$ cat config.mk
export PLATFORM = sky130hd
export DESIGN_NAME = wb_port_arbiter
export DESIGN_NICKNAME = d
export VERILOG_FILES = /design/src/rtl/wb_port_arbiter_pkg.sv /design/src/rtl/wb_port_arbiter_rr_select.sv /design/src/rtl/wb_port_arbiter.sv
export SDC_FILE = /design/constraint.sdc
export NUM_CORES = 1
export LEC_CHECK = 0
export BUFFER_PORTS_ARGS = -buffer_cell sky130_fd_sc_hd__buf_2
export CAP_MARGIN = 20
export CORE_MARGIN = 4
export CORE_UTILIZATION = 50
export CTS_BUF_LIST = sky130_fd_sc_hd__clkbuf_4
export CTS_CLUSTER_DIAMETER = 60
export DETAILED_ROUTE_END_ITERATION = 8
export PLACE_DENSITY_LB_ADDON = 0.25
export SLEW_MARGIN = 20
export SYNTH_ARGS = -nofsm -noshare
export SYNTH_HDL_FRONTEND = slang
export SYNTH_SLANG_ARGS = --single-unit
$ cat constraint.sdc
create_clock -name clk -period 4.08 [get_ports clk]
set_input_delay 0.408 -clock clk [delete_from_list [all_inputs] [get_ports clk]]
set_output_delay 0.408 -clock clk [all_outputs]
set_load 0.02 [all_outputs]
$ cat src/rtl/wb_port_arbiter_pkg.sv
// Shared constants and types for the writeback port arbiter.
package wb_port_arbiter_pkg;

   localparam int LOG2_MAX_IDS = 3;
   localparam int MAX_WB_UNITS = 8;

   typedef logic [$clog2(MAX_WB_UNITS)-1:0] wb_unit_idx_t;

   // Unit index width; a single unit still needs a 1-bit pointer.
   function automatic int idx_w(input int n);
      return (n > 1) ? $clog2(n) : 1;
   endfunction

endpackage

$ cat src/rtl/wb_port_arbiter_rr_select.sv
// Combinational round-robin multi-grant selector: rotate requests to the start
// pointer, take NUM_PORTS cascaded lowest-bit picks, rotate the grants back.
module wb_rr_select
   import wb_port_arbiter_pkg::*;
#(
   parameter  int NUM_UNITS = 4,
   parameter  int NUM_PORTS = 2,
   localparam int IDX_W     = idx_w(NUM_UNITS)
) (
   input  logic [NUM_UNITS-1:0]                 i_req,
   input  logic [IDX_W-1:0]                     i_start,
   output logic [NUM_UNITS-1:0]                 o_grant,
   output logic [NUM_PORTS-1:0][IDX_W-1:0]      o_port_idx,
   output logic [NUM_PORTS-1:0]                 o_port_valid,
   output logic [IDX_W-1:0]                     o_last_idx
);

   localparam int SUM_W = IDX_W + 1;

   logic [2*NUM_UNITS-1:0]            w_req_dbl;
   logic [2*NUM_UNITS-1:0]            w_grant_dbl;
   logic [NUM_UNITS-1:0]              w_rot;
   logic [NUM_UNITS-1:0]              w_rem;
   logic [NUM_UNITS-1:0]              w_pick;
   logic [NUM_UNITS-1:0]              w_grant_rot;
   logic [NUM_PORTS-1:0][IDX_W-1:0]   w_rot_idx;
   logic [SUM_W-1:0]                  w_sum;

   assign w_req_dbl = {i_req, i_req} >> i_start;
   assign w_rot     = w_req_dbl[NUM_UNITS-1:0];

   // NOTE: every signal written here gets a default first so no path leaves it unassigned (no latch).
   always_comb begin
      w_rem        = w_rot;
      w_pick       = '0;
      w_grant_rot  = '0;
      w_rot_idx    = '0;
      o_port_valid = '0;
      for (int p = 0; p < NUM_PORTS; p++) begin
         w_pick          = w_rem & (~w_rem + NUM_UNITS'(1));
         w_rem           = w_rem & ~w_pick;
         w_grant_rot     = w_grant_rot | w_pick;
         o_port_valid[p] = |w_pick;
         for (int i = 0; i < NUM_UNITS; i++)
            if (w_pick[i]) w_rot_idx[p] = IDX_W'(i);
      end
   end

   assign w_grant_dbl = {w_grant_rot, w_grant_rot} << i_start;
   assign o_grant     = w_grant_dbl[2*NUM_UNITS-1:NUM_UNITS];

   // Map rotated positions back to absolute unit indices, mod NUM_UNITS.
   always_comb begin
      o_port_idx = '0;
      o_last_idx = '0;
      w_sum      = '0;
      for (int p = 0; p < NUM_PORTS; p++) begin
         w_sum = SUM_W'(w_rot_idx[p]) + SUM_W'(i_start);
         if (w_sum >= SUM_W'(NUM_UNITS)) w_sum = w_sum - SUM_W'(NUM_UNITS);
         o_port_idx[p] = w_sum[IDX_W-1:0];
         if (o_port_valid[p]) o_last_idx = w_sum[IDX_W-1:0];
      end
   end

endmodule

$ cat src/rtl/wb_port_arbiter.sv
// Writeback arbiter: grants up to NUM_PORTS of NUM_UNITS packets per cycle onto
// registered ports, round-robin. Define WB_ARB_STATS_EN to build contention_count.
module wb_port_arbiter
   import wb_port_arbiter_pkg::*;
#(
   parameter int NUM_UNITS = 4,
   parameter int NUM_PORTS = 2,
   parameter int DATA_W    = 32,
   parameter int ID_W      = LOG2_MAX_IDS
) (
   input  logic                               clk,
   input  logic                               rst,
   input  logic                               suppress,
   input  logic [NUM_UNITS-1:0]               unit_valid,
   input  logic [NUM_UNITS-1:0][ID_W-1:0]     unit_id,
   input  logic [NUM_UNITS-1:0][DATA_W-1:0]   unit_data,
   output logic [NUM_UNITS-1:0]               unit_ack,
   output logic [NUM_PORTS-1:0]               wb_valid,
   output logic [NUM_PORTS-1:0][ID_W-1:0]     wb_id,
   output logic [NUM_PORTS-1:0][DATA_W-1:0]   wb_data,
   output logic [31:0]                        contention_count
);

   localparam int IDX_W = idx_w(NUM_UNITS);

   logic [IDX_W-1:0]                    r_ptr;
   logic [NUM_PORTS-1:0]                r_wb_valid;
   logic [NUM_PORTS-1:0][ID_W-1:0]      r_wb_id;
   logic [NUM_PORTS-1:0][DATA_W-1:0]    r_wb_data;

   logic [NUM_UNITS-1:0]                w_req;
   logic [NUM_UNITS-1:0]                w_grant;
   logic [NUM_PORTS-1:0][IDX_W-1:0]     w_port_idx;
   logic [NUM_PORTS-1:0]                w_port_valid;
   logic [IDX_W-1:0]                    w_last_idx;

   // Masking requests makes reset and suppress yield no grants and no pointer move.
   assign w_req = unit_valid & {NUM_UNITS{~(rst | suppress)}};

   wb_rr_select #(
      .NUM_UNITS (NUM_UNITS),
      .NUM_PORTS (NUM_PORTS)
   ) u_select (
      .i_req        (w_req),
      .i_start      (r_ptr),
      .o_grant      (w_grant),
      .o_port_idx   (w_port_idx),
      .o_port_valid (w_port_valid),
      .o_last_idx   (w_last_idx)
   );

   assign unit_ack = w_grant;
   assign wb_valid = r_wb_valid;
   assign wb_id    = r_wb_id;
   assign wb_data  = r_wb_data;

   // NOTE: sequential state uses non-blocking (<=) so every register samples pre-edge values.
   always_ff @(posedge clk) begin
      if (rst) begin
         r_ptr      <= '0;
         r_wb_valid <= '0;
         // NOTE: the port id/data registers are reset too, since consumers see zeros during reset.
         r_wb_id    <= '0;
         r_wb_data  <= '0;
      end else begin
         r_wb_valid <= w_port_valid;
         if (|w_grant)
            r_ptr <= (w_last_idx == IDX_W'(NUM_UNITS - 1)) ? '0 : w_last_idx + IDX_W'(1);
         for (int p = 0; p < NUM_PORTS; p++) begin
            if (w_port_valid[p]) begin
               r_wb_id[p]   <= unit_id[w_port_idx[p]];
               r_wb_data[p] <= unit_data[w_port_idx[p]];
            end
         end
      end
   end

`ifdef WB_ARB_STATS_EN
   logic [31:0] r_contention;

   always_ff @(posedge clk) begin
      if (rst)
         r_contention <= '0;
      else if ((|(unit_valid & ~w_grant)) && (r_contention != '1))
         r_contention <= r_contention + 32'd1;
   end

   assign contention_count = r_contention;
`else
   assign contention_count = 32'd0;
`endif

endmodule

=== Word-level counts from Yosys, hierarchy flattened ===
Cells that the tools add are included.

* Bitwise operators: 10
* Shift operators: 2
* Reduce and logical (&&, ||, !) cells: 3
* $lt $le $gt $ge: 4
* Add/subtract/negate cells: 7
* Mux-type cells: 19
* Equal/unequal tests: 1

{| class="wikitable"
|+ Operators with widths
! cell !! count
|-
| $bmux 32 s2 || 2
|-
| $mux 32 || 2
|-
| $mux 2 || 9
|-
| $and 4x4->4 || 4
|-
| $bmux 3 s2 || 2
|-
| $not 4->4 || 3
|-
| $reduce_or 4->1 || 3
|-
| $add 4x1->4 const B || 2
|-
| $shl 8x2->8 || 1
|-
| $shr 8x2->4 || 1
|-
| $add 2x2->3 || 2
|-
| $ge 3x3->1 const B || 2
|-
| $lt 2x3->1 const B || 2
|-
| $mux 3 || 2
|-
| $or 4x4->4 || 1
|-
| $sub 2x1->2 const B || 2
|-
| $add 2x1->2 const B || 1
|-
| $eq 2x2->1 const B || 1
|-
| $mux 1 || 2
|-
| $not 1->1 || 1
|-
| $or 1x1->1 || 1
|}

* Input port bits: 147
* Output and inout bits: 108
* Logic and storage cells: 52
* Bits in registers: 74

=== Logic depth before layout (Yosys ltp) ===
Gate-level depths: netlist of run 1.

* Word-level depth: 21
* Depth in mapped cells: 15

=== Hierarchy ===
A second synthesis of run 1 with hierarchy kept.

* Cell total of the unflattened synthesis: 439
* Area, all modules: 5158.7 um^2

{| class="wikitable"
|+ Modules (own cells, without submodules)
! module !! times used !! seq. area each (um^2) !! cells an instance !! area an instance (um^2)
|-
| wb_port_arbiter || 1 || 1481.4 || 363 || 4659.5
|-
| wb_rr_select || 1 || 0.0 || 76 || 499.2
|}

=== Worst setup path before layout of run 1 ===
Ideal clock, no wire load.

* Path type: input port to flip-flop
* Start: input unit_valid[1]
* End: register r_wb_data, in the netlist wb_data[47]
* Arrival: 3.184 ns
* Setup slack: 0.774 ns
* Library setup time: 0.122 ns
* Stages on the path: 15
* Path through: clkbuf_1 -> buf_2 -> nor2b_1 -> o21ai_0 -> and3_1 -> a21oi_1 -> nand2_1 -> a21boi_0 -> ha_1 -> clkbuf_1 -> clkbuf_1 -> mux2i_1 -> o22a_1 -> nor2_1 -> a221o_1

* Cells in the longest elaborated chain, start to end: 18
* Elaborated cells between the ends (all ways): 20
* Classes of those cells: add/sub (4); order compare (1); shift (1); mux (6); bitwise (7); reduce/logical (1)

{| class="wikitable"
|+ Ends and longest elaborated chain
! element !! line !! source
|-
| start, declared || wb_port_arbiter.sv:14 || <nowiki>input logic [NUM_UNITS-1:0] unit_valid,</nowiki>
|-
| $and 4x4->4 (*) || wb_port_arbiter.sv:38 || <nowiki>assign w_req = unit_valid & {NUM_UNITS{~(rst | suppress)}};</nowiki>
|-
| $shr 8x2->4 (*) || wb_port_arbiter_rr_select.sv:29 || <nowiki>assign w_req_dbl = {i_req, i_req} >> i_start;</nowiki>
|-
| $not 4->4 || wb_port_arbiter_rr_select.sv:40 || <nowiki>w_pick = w_rem & (~w_rem + NUM_UNITS'(1));</nowiki>
|-
| $add 4x1->4 || wb_port_arbiter_rr_select.sv:40 ||
|-
| $and 4x4->4 || wb_port_arbiter_rr_select.sv:40 ||
|-
| $not 4->4 || wb_port_arbiter_rr_select.sv:41 || <nowiki>w_rem = w_rem & ~w_pick;</nowiki>
|-
| $and 4x4->4 (*) || wb_port_arbiter_rr_select.sv:41 ||
|-
| $not 4->4 || wb_port_arbiter_rr_select.sv:40 ||
|-
| $add 4x1->4 || wb_port_arbiter_rr_select.sv:40 ||
|-
| $and 4x4->4 (*) || wb_port_arbiter_rr_select.sv:40 ||
|-
| $mux 1 || wb_port_arbiter_rr_select.sv:45 || <nowiki>if (w_pick[i]) w_rot_idx[p] = IDX_W'(i);</nowiki>
|-
| $mux 2 (2 in a row) || wb_port_arbiter_rr_select.sv:45 ||
|-
| $add 2x2->3 || wb_port_arbiter_rr_select.sv:58 || <nowiki>w_sum = SUM_W'(w_rot_idx[p]) + SUM_W'(i_start);</nowiki>
|-
| $ge 3x3->1 / $sub 2x1->2 (equally long branches) || wb_port_arbiter_rr_select.sv:59 || <nowiki>if (w_sum >= SUM_W'(NUM_UNITS)) w_sum = w_sum - SUM_W'(NUM_UNITS);</nowiki>
|-
| $mux 2 || wb_port_arbiter_rr_select.sv:59 ||
|-
| $bmux 32 s2 || wb_port_arbiter.sv:72 || <nowiki>r_wb_data[p] <= unit_data[w_port_idx[p]];</nowiki>
|-
| $mux 32 (implied by the code) || wb_port_arbiter.sv:72 ||
|-
| end signal, assigned by index || wb_port_arbiter.sv:72 ||
|-
| end, declared || wb_port_arbiter.sv:29 || <nowiki>logic [NUM_PORTS-1:0][DATA_W-1:0] r_wb_data;</nowiki>
|}

Mark *: on every way between the ends. The rest lies on a longest branch, timed or not. The select of a mux whose other input is x is not followed.
A chain may end at the register's enable or synchronous reset.

=== Final worst setup path of run 1 ===
* Start: register r_ptr[0]
* End: register r_wb_id, in the netlist wb_id[2]

* Cells in the longest elaborated chain, start to end: 12
* Elaborated cells between the ends (all ways): 14
* Classes of those cells: add/sub (3); order compare (1); shift (1); mux (6); bitwise (2); reduce/logical (1)

{| class="wikitable"
|+ Ends and longest elaborated chain
! element !! line !! source
|-
| start, declared || wb_port_arbiter.sv:26 || <nowiki>logic [IDX_W-1:0] r_ptr;</nowiki>
|-
| start signal, assigned || wb_port_arbiter.sv:68 || <nowiki>r_ptr <= (w_last_idx == IDX_W'(NUM_UNITS - 1)) ? '0 : w_last_idx + IDX_W'(1);</nowiki>
|-
| $shr 8x2->4 || wb_port_arbiter_rr_select.sv:29 ||
|-
| $not 4->4 || wb_port_arbiter_rr_select.sv:40 ||
|-
| $add 4x1->4 || wb_port_arbiter_rr_select.sv:40 ||
|-
| $and 4x4->4 || wb_port_arbiter_rr_select.sv:40 ||
|-
| $mux 1 || wb_port_arbiter_rr_select.sv:45 ||
|-
| $mux 2 (2 in a row) || wb_port_arbiter_rr_select.sv:45 ||
|-
| $add 2x2->3 || wb_port_arbiter_rr_select.sv:58 ||
|-
| $ge 3x3->1 / $sub 2x1->2 (equally long branches) || wb_port_arbiter_rr_select.sv:59 ||
|-
| $mux 2 || wb_port_arbiter_rr_select.sv:59 ||
|-
| $bmux 3 s2 || wb_port_arbiter.sv:71 || <nowiki>r_wb_id[p] <= unit_id[w_port_idx[p]];</nowiki>
|-
| $mux 3 (implied by the code) || wb_port_arbiter.sv:71 ||
|-
| end signal, assigned by index || wb_port_arbiter.sv:71 ||
|-
| end, declared || wb_port_arbiter.sv:28 || <nowiki>logic [NUM_PORTS-1:0][ID_W-1:0] r_wb_id;</nowiki>
|}

Parallel ways exist; a longest one is shown, timed or not. The select of a mux whose other input is x is not followed.

==> impl_results.md, run 1 <==
- Area growth syn-to-layout: 20.86%
- #FFs+latches synth: 74
- Distinct cell type count of the synthesized netlist: 52
- Worst setup path class: flop to flop
- Met2 Usage GRT: 43.71%
- Met1 usage: 31.13%
- Placed instance count: 994
- Layout Skew: 17.75 ps
- Largest net degree at the start of global routing: 53
- Layout cells sized above 1: 34.18%
- Async SR Flop Fraction: 0%
- DRT Pass-1 Iters: 5
- Syn Inst Count: 685
- Synth Area per Inst: 8.397 um^2
- CTS Sinks: 74
- Finished Layout Cells: 1,009
- Busiest grt layer: met2
- Worst hold path type: input pin to flop
- Static leakage: 3.107 nW
- Overall power: 2.451 mW
- CP max-delay cell: dfxtp_1
- Critical Path AT: 4070 ps
- Num CTS Buffers: 9
- Post-synth EDFFs: 0
- 1st-iter DRT viols: 414
- Power per cell area: 352.5 mW/mm^2
- Min cycle time layout: 3730 ps
- Worst Setup End Kind: flop
- Worst-path clk slew: 130 ps
- Met3 usage in global routing: 6.684%
- Post-Syn Area: 0.005752 mm^2
- Root buffer cell: clkbuf_4
- Setup TNS: 0 ps
- Post-CTS setup buffer count: 0
- RSZ-0062 raised after global routing: no
- Worst path max stage delay: 780 ps
- Worst-skew pair later-pin latency: 430 ps
- Antenna fix cells: 0
- CORE AREA: 0.01103 mm^2
- Routed WL: 17.71 mm
- Final setup fails: 0
- HPWL Detailed: 13.15 mm
- Cell area after layout: 0.006952 mm^2
- Vias per cell: 5.863
- Register area share after synthesis: 25.76%
- Period utilization: 91.43%
- Num rows: 38
- Via count: 5,916
- Fin. max-slew vios: 0
- IO Count: 255
- Max_cap viols: 0
- Via count of the first global-routing pass: 5,885
- Post-DP Area: 0.006844 mm^2
- Gpl congestion: 0.8818
- GRT Util Overall: 25.79%
- Crit path cell chain: nor2b_1 -> o21ai_0 -> nand2_1 -> a21oi_1 -> o32ai_1 -> ha_1 -> and4_1 -> a311oi_4 -> buf_12 -> mux2_2 -> o211ai_1
- Max Freq: 268.1 MHz
- Remaining Overflow, GRT: 0
- DRC viols: 0
- Worst Tran Pin Value: 978.2 ps
- Hold buffers post-CTS: 0
- Die width: 115.3 um
- Final core utilization: 63.02%
- Depth of the CTS H-tree: 3
- Crit start category: flop
- Yosys warns: 0
- Die height: 115.3 um
- First-pass GRT wire length: 28.01 mm
- Hold Fails Final Rpt: 0
- Die ar.: 0.01328 mm^2
- Resize count post-CTS: 0
- CTS tree: yes
- Ys flop type: dfxtp_1
- Clock Tree Buf Depth: 2
- Fin nets: 1,014
- Worst slew margin: 34.63%
- Status: completed
- Initial Util: 52.14%
- Worst-path fanout max: 35
- Worst vdd ir: 0.1728 mV
- Worst Path Required: 4420 ps
- Routed Antenna Nets: 0
- IO buf count: 222
- Initial antenna violation count: 0
- DR WL/cell: 17.56 um
==> Yosys cell counts, types with 2 or more instances <==
| cell type | count | area (um^2) |
|---|---|---|
| o211ai_1 | 36 | 270.3 |
| xnor2_1 | 3 | 26.28 |
| ha_1 | 2 | 25.02 |
| buf_1 | 3 | 11.26 |
| a221o_1 | 35 | 350.3 |
| o21ai_0 | 6 | 30.03 |
| mux2_2 | 37 | 416.7 |
| o22ai_1 | 34 | 212.7 |
| nor2b_1 | 4 | 25.02 |
| or3_1 | 2 | 12.51 |
| nand2b_1 | 2 | 12.51 |
| and2_1 | 3 | 18.77 |
| buf_2 | 12 | 60.06 |
| buf_4 | 36 | 270.3 |
| clkbuf_1 | 45 | 168.9 |
| nand2_1 | 113 | 424.2 |
| a31oi_1 | 2 | 12.51 |
| a211oi_1 | 2 | 15.01 |
| a2bb2oi_1 | 4 | 35.03 |
| dfxtp_1 | 74 | 1481 |
| nor2_1 | 45 | 168.9 |
| nand3_1 | 6 | 30.03 |
| a21oi_1 | 6 | 30.03 |
| mux2i_1 | 106 | 1061 |
| o22a_1 | 34 | 297.8 |
| maj3_1 | 6 | 60.06 |
| o31ai_1 | 2 | 15.01 |
==> cell type report <==
type | instances | area, um^2
Fill cell | 939 | 4079
Multi-Input combinational cell | 544 | 3913
Sequential cell | 74 | 1481
Timing Repair Buffer | 235 | 1271
Tap cell | 140 | 175.2
Clock buffer | 12 | 90.09
Clock inverter | 3 | 17.52
Inverter | 1 | 3.754
==> kinds of logic (layout without fill, tap and decap cells) <==
| group | Yosys count | count (layout) | synth area share (%) |
|---|---|---|---|
| other | 1 | 32 | 0.06520 |
| AOI/OAI and AO/OA | 172 | 172 | 23.93 |
| muxes | 143 | 143 | 25.69 |
| DFF | 74 | 74 | 25.76 |
| adders and majority gates | 8 | 8 | 1.479 |
| and+or+nand+nor | 185 | 185 | 13.34 |
| buffers and inverters | 98 | 251 | 9.136 |
| xor gates and xnor gates | 4 | 4 | 0.6092 |
==> flip-flops by register name, indices dropped and copies added (netlist names) <==
register and flops:
wb_data 64, wb_valid 2, r_ptr 2, wb_id 6
==> path summary, 6_finish.rpt <==
check	cells past startpoint	start	end	slack, ps
max	11	r_ptr[0]	wb_id[2]	350
max reg2reg	11	r_ptr[0]	wb_id[2]	350
min	2	rst	r_ptr[0]	280
min reg2reg	2	wb_data[37]	wb_data[37]	490
==> metal layers <==
layer	wire (um)	vias to the layer above
met2	8573	275
met4	430	0
li1	-	2850
met5	0	-
met3	1532	38
met1	7178	2753
==> metrics by stage <==
step,worst slack (ps),hold WS (ps)
after floorplan,774.3,491.1
after global placement,477.7,457.4
after detailed placement,202.9,462.4
after CTS,399.9,247.5
after global routing,64.03,258.6
final,349.8,277.7
==> report_power, final <==
group | switching (mW) | internal (mW)
clock | 0.272 | 0.141
combinational | 0.661 | 0.456
sequential | 0.0762 | 0.844
total | 1.01 | 1.44
==> layout by cell type, fill, tap and decap left out, drive strengths merged, types with 3 or more instances in the layout <==
master / synthesis / routed
o211ai: 36 / 36
o22a: 34 / 34
maj3: 6 / 6
o21ai: 6 / 6
and2: 3 / 3
nand2: 113 / 113
a21oi: 6 / 6
a221o: 35 / 35
o22ai: 34 / 34
nor2: 45 / 45
xnor2: 3 / 3
conb: 1 / 32
mux2: 37 / 37
nand3: 6 / 6
dfxtp: 74 / 74
buf: 52 / 235
clkbuf: 45 / 12
a2bb2oi: 4 / 4
mux2i: 106 / 106
nor2b: 4 / 4
==> worst max-delay path: cells and delay by family (launching register included) <==
family / cells / cell delay, ps
compound gates: 5 / 1370
fa+ha+maj: 1 / 280
buf+inv: 1 / 290
flops: 1 / 780
mux: 1 / 370
simple gates: 3 / 520
(Power assumes the default switching activity.)
==> run 2, diff against run 1 <==
==> constraint.sdc (replaced) <==
create_clock -name clk -period 4.08 [get_ports clk]
set_input_delay 0.204 -clock clk [delete_from_list [all_inputs] [get_ports clk]]
set_output_delay 0.204 -clock clk [all_outputs]
set_load 0.02 [all_outputs]
==> impl_results.md, run 2 (synthesis results as in run 1) <==
- Hold WS: 75.01 ps (-202.7 ps)
- P_sw: 1.034 mW (+2.4%)
- 1st-iter DRT viols: 344 (-17%)
- Via count: 5,978 (+1.0%)
- Worst-skew pair later-pin latency: 430 ps (about the same)
- Post-CTS setup buffer count: 0 (unchanged)
- Min cycle time layout: 3743 ps (+13.05 ps)
- Depth of the CTS H-tree: 3 (unchanged)
- Status: completed
- Resize count post-CTS: 0 (unchanged)
- Most frequent cells in the layout: 222 x buf_2, 111 x nand2_1, 106 x mux2i_1
- Num CTS Buffers: 9 (unchanged)
- Power per cell area: 361.5 mW/mm^2 (+2.5%)
- Switching share of power: 40.82% (-0.36 points)
- DR WL/cell: 17.50 um (-0.32%)
- Comb power frac: 44.3% (-1.3 points)
- Die width: 115.3 um (unchanged)
- Period utilization: 91.75% (+0.32 points)
- Routed WL: 17.66 mm (-0.32%)
- Fin. max-slew vios: 0 (unchanged)
- Post-DP Area: 0.006862 mm^2 (+0.26%)
- Initial Util: 52.14% (unchanged)
- Setup TNS: 0 ps (unchanged)
- Die ar.: 0.01328 mm^2 (unchanged)
- DRC viols: 0 (unchanged)
- IO buf count: 222 (unchanged)
- Worst Path Required: 4440 ps (+20 ps)
- Number of flip-flops in the largest register: 64 (unchanged)
- R2r worst-path depth: 11 (unchanged)
- Remaining Overflow, GRT: 0 (unchanged)
- Die height: 115.3 um (unchanged)
- Max Freq: 267.1 MHz (-0.35%)
- Layout cells sized above 1: 34.18% (unchanged)
- CTS Sinks: 74 (unchanged)
- Final core utilization: 63.50% (+0.48 points)
- Antenna fix cells: 0 (unchanged)
- Finished Layout Cells: 1,009 (unchanged)
- Cell area after layout: 0.007004 mm^2 (+0.76%)
- Worst slew margin: 31.46% (-3.2 points)
- Hold buffers post-CTS: 0 (unchanged)
- Final setup margin: 336.8 ps (-13.05 ps)
- Cell-internal power: 1.498 mW (+3.9%)
- Area growth syn-to-layout: 21.78%
- Placed instance count: 993 (-0.10%)
- Area of the multi-input gates: 0.003913 mm^2 (unchanged)
- Overall power: 2.532 mW (+3.3%)
- Worst Tran Pin Value: 1026 ps (+47.51 ps)
- Static leakage: 3.117 nW (+0.32%)
- Critical Path AT: 4100 ps (+30 ps)
- Worst Setup End Kind: flop
- Max_cap viols: 0 (unchanged)
- Worst-path clk slew: 150 ps (+20 ps)
- Gpl congestion: 0.8448 (-4.2%)
- Vias per cell: 5.925 (+1.0%)
- First-pass GRT wire length: 27.72 mm (-1.1%)
- CTS tree: yes
- Final setup fails: 0 (unchanged)
- DP Worst Slack: 356.4 ps (+153.5 ps)
- Worst-path fanout max: 30 (-14%)
- Fin nets: 1,013 (-0.099%)
- Worst vdd ir: 0.1760 mV (+1.8%)
- RSZ-0062 raised after global routing: no
- Hold depth: 3 (+1)
- CORE AREA: 0.01103 mm^2 (unchanged)
- Commonest non-fill, non-tap cell in the layout: buf_2
- Clk pwr share: 19.3% (+2.4 points)
- Via count of the first global-routing pass: 5,796 (-1.5%)
- Clock Tree Buf Depth: 2 (unchanged)
- Reg area: 0.001481 mm^2 (unchanged)
- Routed Antenna Nets: 0 (unchanged)
- DRT Pass-1 Iters: 4 (-1)
- Num rows: 38 (unchanged)
- HPWL Detailed: 13.08 mm (-0.50%)
- Power share of the sequential group: 36.3% (-1.3 points)
- IO Count: 255 (unchanged)
- Largest net degree at the start of global routing: 70 (+32%)
- Worst setup path class: flop to flop
- Root buffer cell: clkbuf_4
- GRT Util Overall: 25.45% (-0.34 points)
- Crit start category: flop
- Layout Skew: 14.57 ps (-3.187 ps)
- Fillers: 962 (+2.4%)
- Worst hold path type: input pin to flop
- Hold Fails Final Rpt: 0 (unchanged)
- Initial antenna violation count: 1 (+1)
## run 2: worst max-delay path, cell delays in order (launching register included)
cell      delay, ps
dfxtp_1         780
nor2b_1         140
o21ai_0         510
nand2_1         150
a21oi_1         150
o32ai_1         100
ha_1            280
and4_1          230
a311oi_4        340
buf_4           470
mux2_2          400
o211ai_1         90
## run 2: final cells by class
class                   instances  area share [%]
multi-input cells             544           55.86
clock inverters                 6          0.9646
inverters                       1         0.05359
clock buffers                  10           1.072
flip-flops and latches         74           21.15
repair buffers                234           18.40
well taps                     140           2.501
## run 2: worst paths after layout
kind	start	end	slack [ps]
hold reg to reg	wb_data[8]	wb_data[8]	490
setup / recovery	r_ptr[0]	wb_data[14]	340
setup reg to reg	r_ptr[0]	wb_data[14]	340
hold / removal	unit_data[121]	wb_data[25]	80
## run 2: routing by layer
layer / up-vias / wire (um) / global-route usage (%)
met2: 224 / 8714 / 44.52
met4: 2 / 333 / 7.433
met3: 26 / 1355 / 6.000
met1: 2876 / 7247 / 31.07
met5: - / 7 / 0
li1: 2850 / - / -
## run 2: power by group through the flow
| stage | combinational (mW) | sequential (mW) | clock [mW] |
|---|---|---|---|
| after floorplan | 0.653 | 1.06 | 0 |
| after global placement | 1.09 | 0.928 | 0 |
| after detailed placement | 1.12 | 0.932 | 0 |
| after CTS | 1.12 | 0.918 | 0.496 |
| after global routing | 1.21 | 0.935 | 0.533 |
| final | 1.12 | 0.920 | 0.489 |
==> run 3, diff against run 2 <==
- BUFFER_PORTS_ARGS: -buffer_cell sky130_fd_sc_hd__buf_2 -> -buffer_cell sky130_fd_sc_hd__buf_4
==> impl_results.md, run 3 (synthesis results as in run 1) <==
- Status: completed
- Initial antenna violation count: 0 (-1)
- Fin nets: 1,013 (unchanged)
- Worst Tran Pin Value: 997.6 ps (-28.03 ps)
- DRT Pass-1 Iters: 6 (+2)
- Routed Antenna Nets: 0 (unchanged)
- Vias per cell: 6.007 (+1.4%)
- Power per cell area: 358.8 mW/mm^2 (-0.76%)
- Routed WL: 18.49 mm (+4.7%)
- Initial Util: 52.14% (unchanged)
- Clock Tree Buf Depth: 2 (unchanged)
- Via count: 6,061 (+1.4%)
- Period utilization: 88.98% (-2.8 points)
- Switching share of power: 39.08% (-1.7 points)
- 1st-iter DRT viols: 347 (+0.87%)
- IO Count: 255 (unchanged)
- Worst-skew pair later-pin latency: 420 ps (about the same)
- Final setup margin: 449.6 ps (+112.8 ps)
- Comb power frac: 45.0% (+0.7 points)
- Post-DP Area: 0.007397 mm^2 (+7.8%)
- Via count of the first global-routing pass: 5,959 (+2.8%)
- DR WL/cell: 18.32 um (+4.7%)
- Commonest non-fill, non-tap cell in the layout: buf_4
- CORE AREA: 0.01103 mm^2 (unchanged)
- Depth of the CTS H-tree: 3 (unchanged)
- Min cycle time layout: 3630 ps (-112.8 ps)
- Die ar.: 0.01328 mm^2 (unchanged)
- Most frequent cells in the layout: 227 x buf_4, 111 x nand2_1, 106 x mux2i_1
- Number of flip-flops in the largest register: 64 (unchanged)
- Clk pwr share: 20.8% (+1.5 points)
- Num rows: 38 (unchanged)
- Power share of the sequential group: 34.2% (-2.1 points)
- GRT Util Overall: 26.59% (+1.1 points)
- HPWL Detailed: 13.54 mm (+3.5%)
- Worst slew margin: 33.33% (+1.9 points)
- Critical Path AT: 3960 ps (-140 ps)
- Max_cap viols: 0 (unchanged)
- Worst vdd ir: 0.1866 mV (+6.0%)
- Worst-path clk slew: 150 ps (about the same)
- Worst hold path type: input pin to flop
- Root buffer cell: clkbuf_4
- Placed instance count: 992 (-0.10%)
- Antenna fix cells: 0 (unchanged)
- Layout Skew: 25.01 ps (+10.45 ps)
- IO buf count: 222 (unchanged)
- Cell area after layout: 0.007581 mm^2 (+8.2%)
- RSZ-0062 raised after global routing: no
- Die height: 115.3 um (unchanged)
- Overall power: 2.720 mW (+7.4%)
- Area growth syn-to-layout: 31.80%
- Finished Layout Cells: 1,009 (unchanged)
- DRC viols: 0 (unchanged)
- First-pass GRT wire length: 28.84 mm (+4.0%)
- Layout cells sized above 1: 34.29% (+0.12 points)
- P_sw: 1.063 mW (+2.8%)
- Max Freq: 275.5 MHz (+3.1%)
- Die width: 115.3 um (unchanged)
- Num CTS Buffers: 9 (unchanged)
- Worst setup path class: input pin to flop
- Gpl congestion: 0.8728 (+3.3%)
- Worst Setup End Kind: flop
- Fin. max-slew vios: 0 (unchanged)
- Cell-internal power: 1.657 mW (+11%)
- Post-CTS setup buffer count: 0 (unchanged)
- Setup TNS: 0 ps (unchanged)
- Final setup fails: 0 (unchanged)
- DP Worst Slack: 347.9 ps (-8.494 ps)
- Worst Path Required: 4410 ps (-30 ps)
- CTS Sinks: 74 (unchanged)
- CTS tree: yes
- Remaining Overflow, GRT: 0 (unchanged)
- Crit start category: input pin
- Largest net degree at the start of global routing: 59 (-16%)
- Hold Fails Final Rpt: 0 (unchanged)
- Static leakage: 3.274 nW (+5.0%)
- Worst-path fanout max: 30 (unchanged)
## run 3: critical path, cell delays in order
cell	delay, ps
dlygate4sd3_1	540
buf_4	170
nor2_2	370
o21ai_0	330
nand2_1	170
a21oi_1	90
o32ai_1	160
ha_1	320
a21o_1	110
a211oi_1	60
a311oi_4	450
buf_4	490
mux2_2	390
o211ai_1	80
## run 3: area by class of cell
type | count | area [um^2]
clock inverter | 7 | 102.6
fill | 896 | 3450
inverter | 1 | 3.754
sequential | 74 | 1483
clock buffer | 9 | 67.56
multi-input combinational | 544 | 3915
tap | 140 | 175.2
timing repair buffer | 234 | 1834
## run 3: path summary, 6_finish.rpt
path	end	from	slack [ps]	cells past startpoint
worst min-delay path	wb_data[3]	unit_data[99]	90	3
worst max-delay path	wb_data[10]	rst	450	14
worst min register to register	wb_data[11]	wb_data[11]	500	2
worst max register to register	wb_data[10]	r_ptr[0]	530	11
## run 3: what timing repair did
action | CTS | global route
setup endpoints to repair | 0 | 15
hold buffers | 1 | 0
gates resized for setup | 0 | 2
endpoints found under the hold margin | 1 | 0
## run 3: per-layer routing
| metal | up-vias | routed length [um] | track usage [%] |
|---|---|---|---|
| met5 | - | 0 | 0 |
| met4 | 0 | 472 | 8.138 |
| met3 | 33 | 1665 | 6.105 |
| met2 | 278 | 8971 | 46.57 |
| met1 | 2905 | 7376 | 32.35 |
| li1 | 2845 | - | - |
## run 3: per-stage QoR
stage,hold WS [ps],utilization [%]
2_1_floorplan,287.1,-
3_3_place_gp,451.5,67.06
3_5_place_dp,461.3,67.06
4_1_cts,67.46,68.69
5_1_grt,63.67,68.73
6_report,85.85,68.73
## run 3: power groups by stage
stage,registers [mW],clock network (mW),logic (mW)
global placement,0.938,0,1.19
global route,0.944,0.599,1.31
floorplan,1.06,0,0.653
CTS,0.929,0.567,1.22
finish,0.930,0.565,1.22
detailed placement,0.943,0,1.22
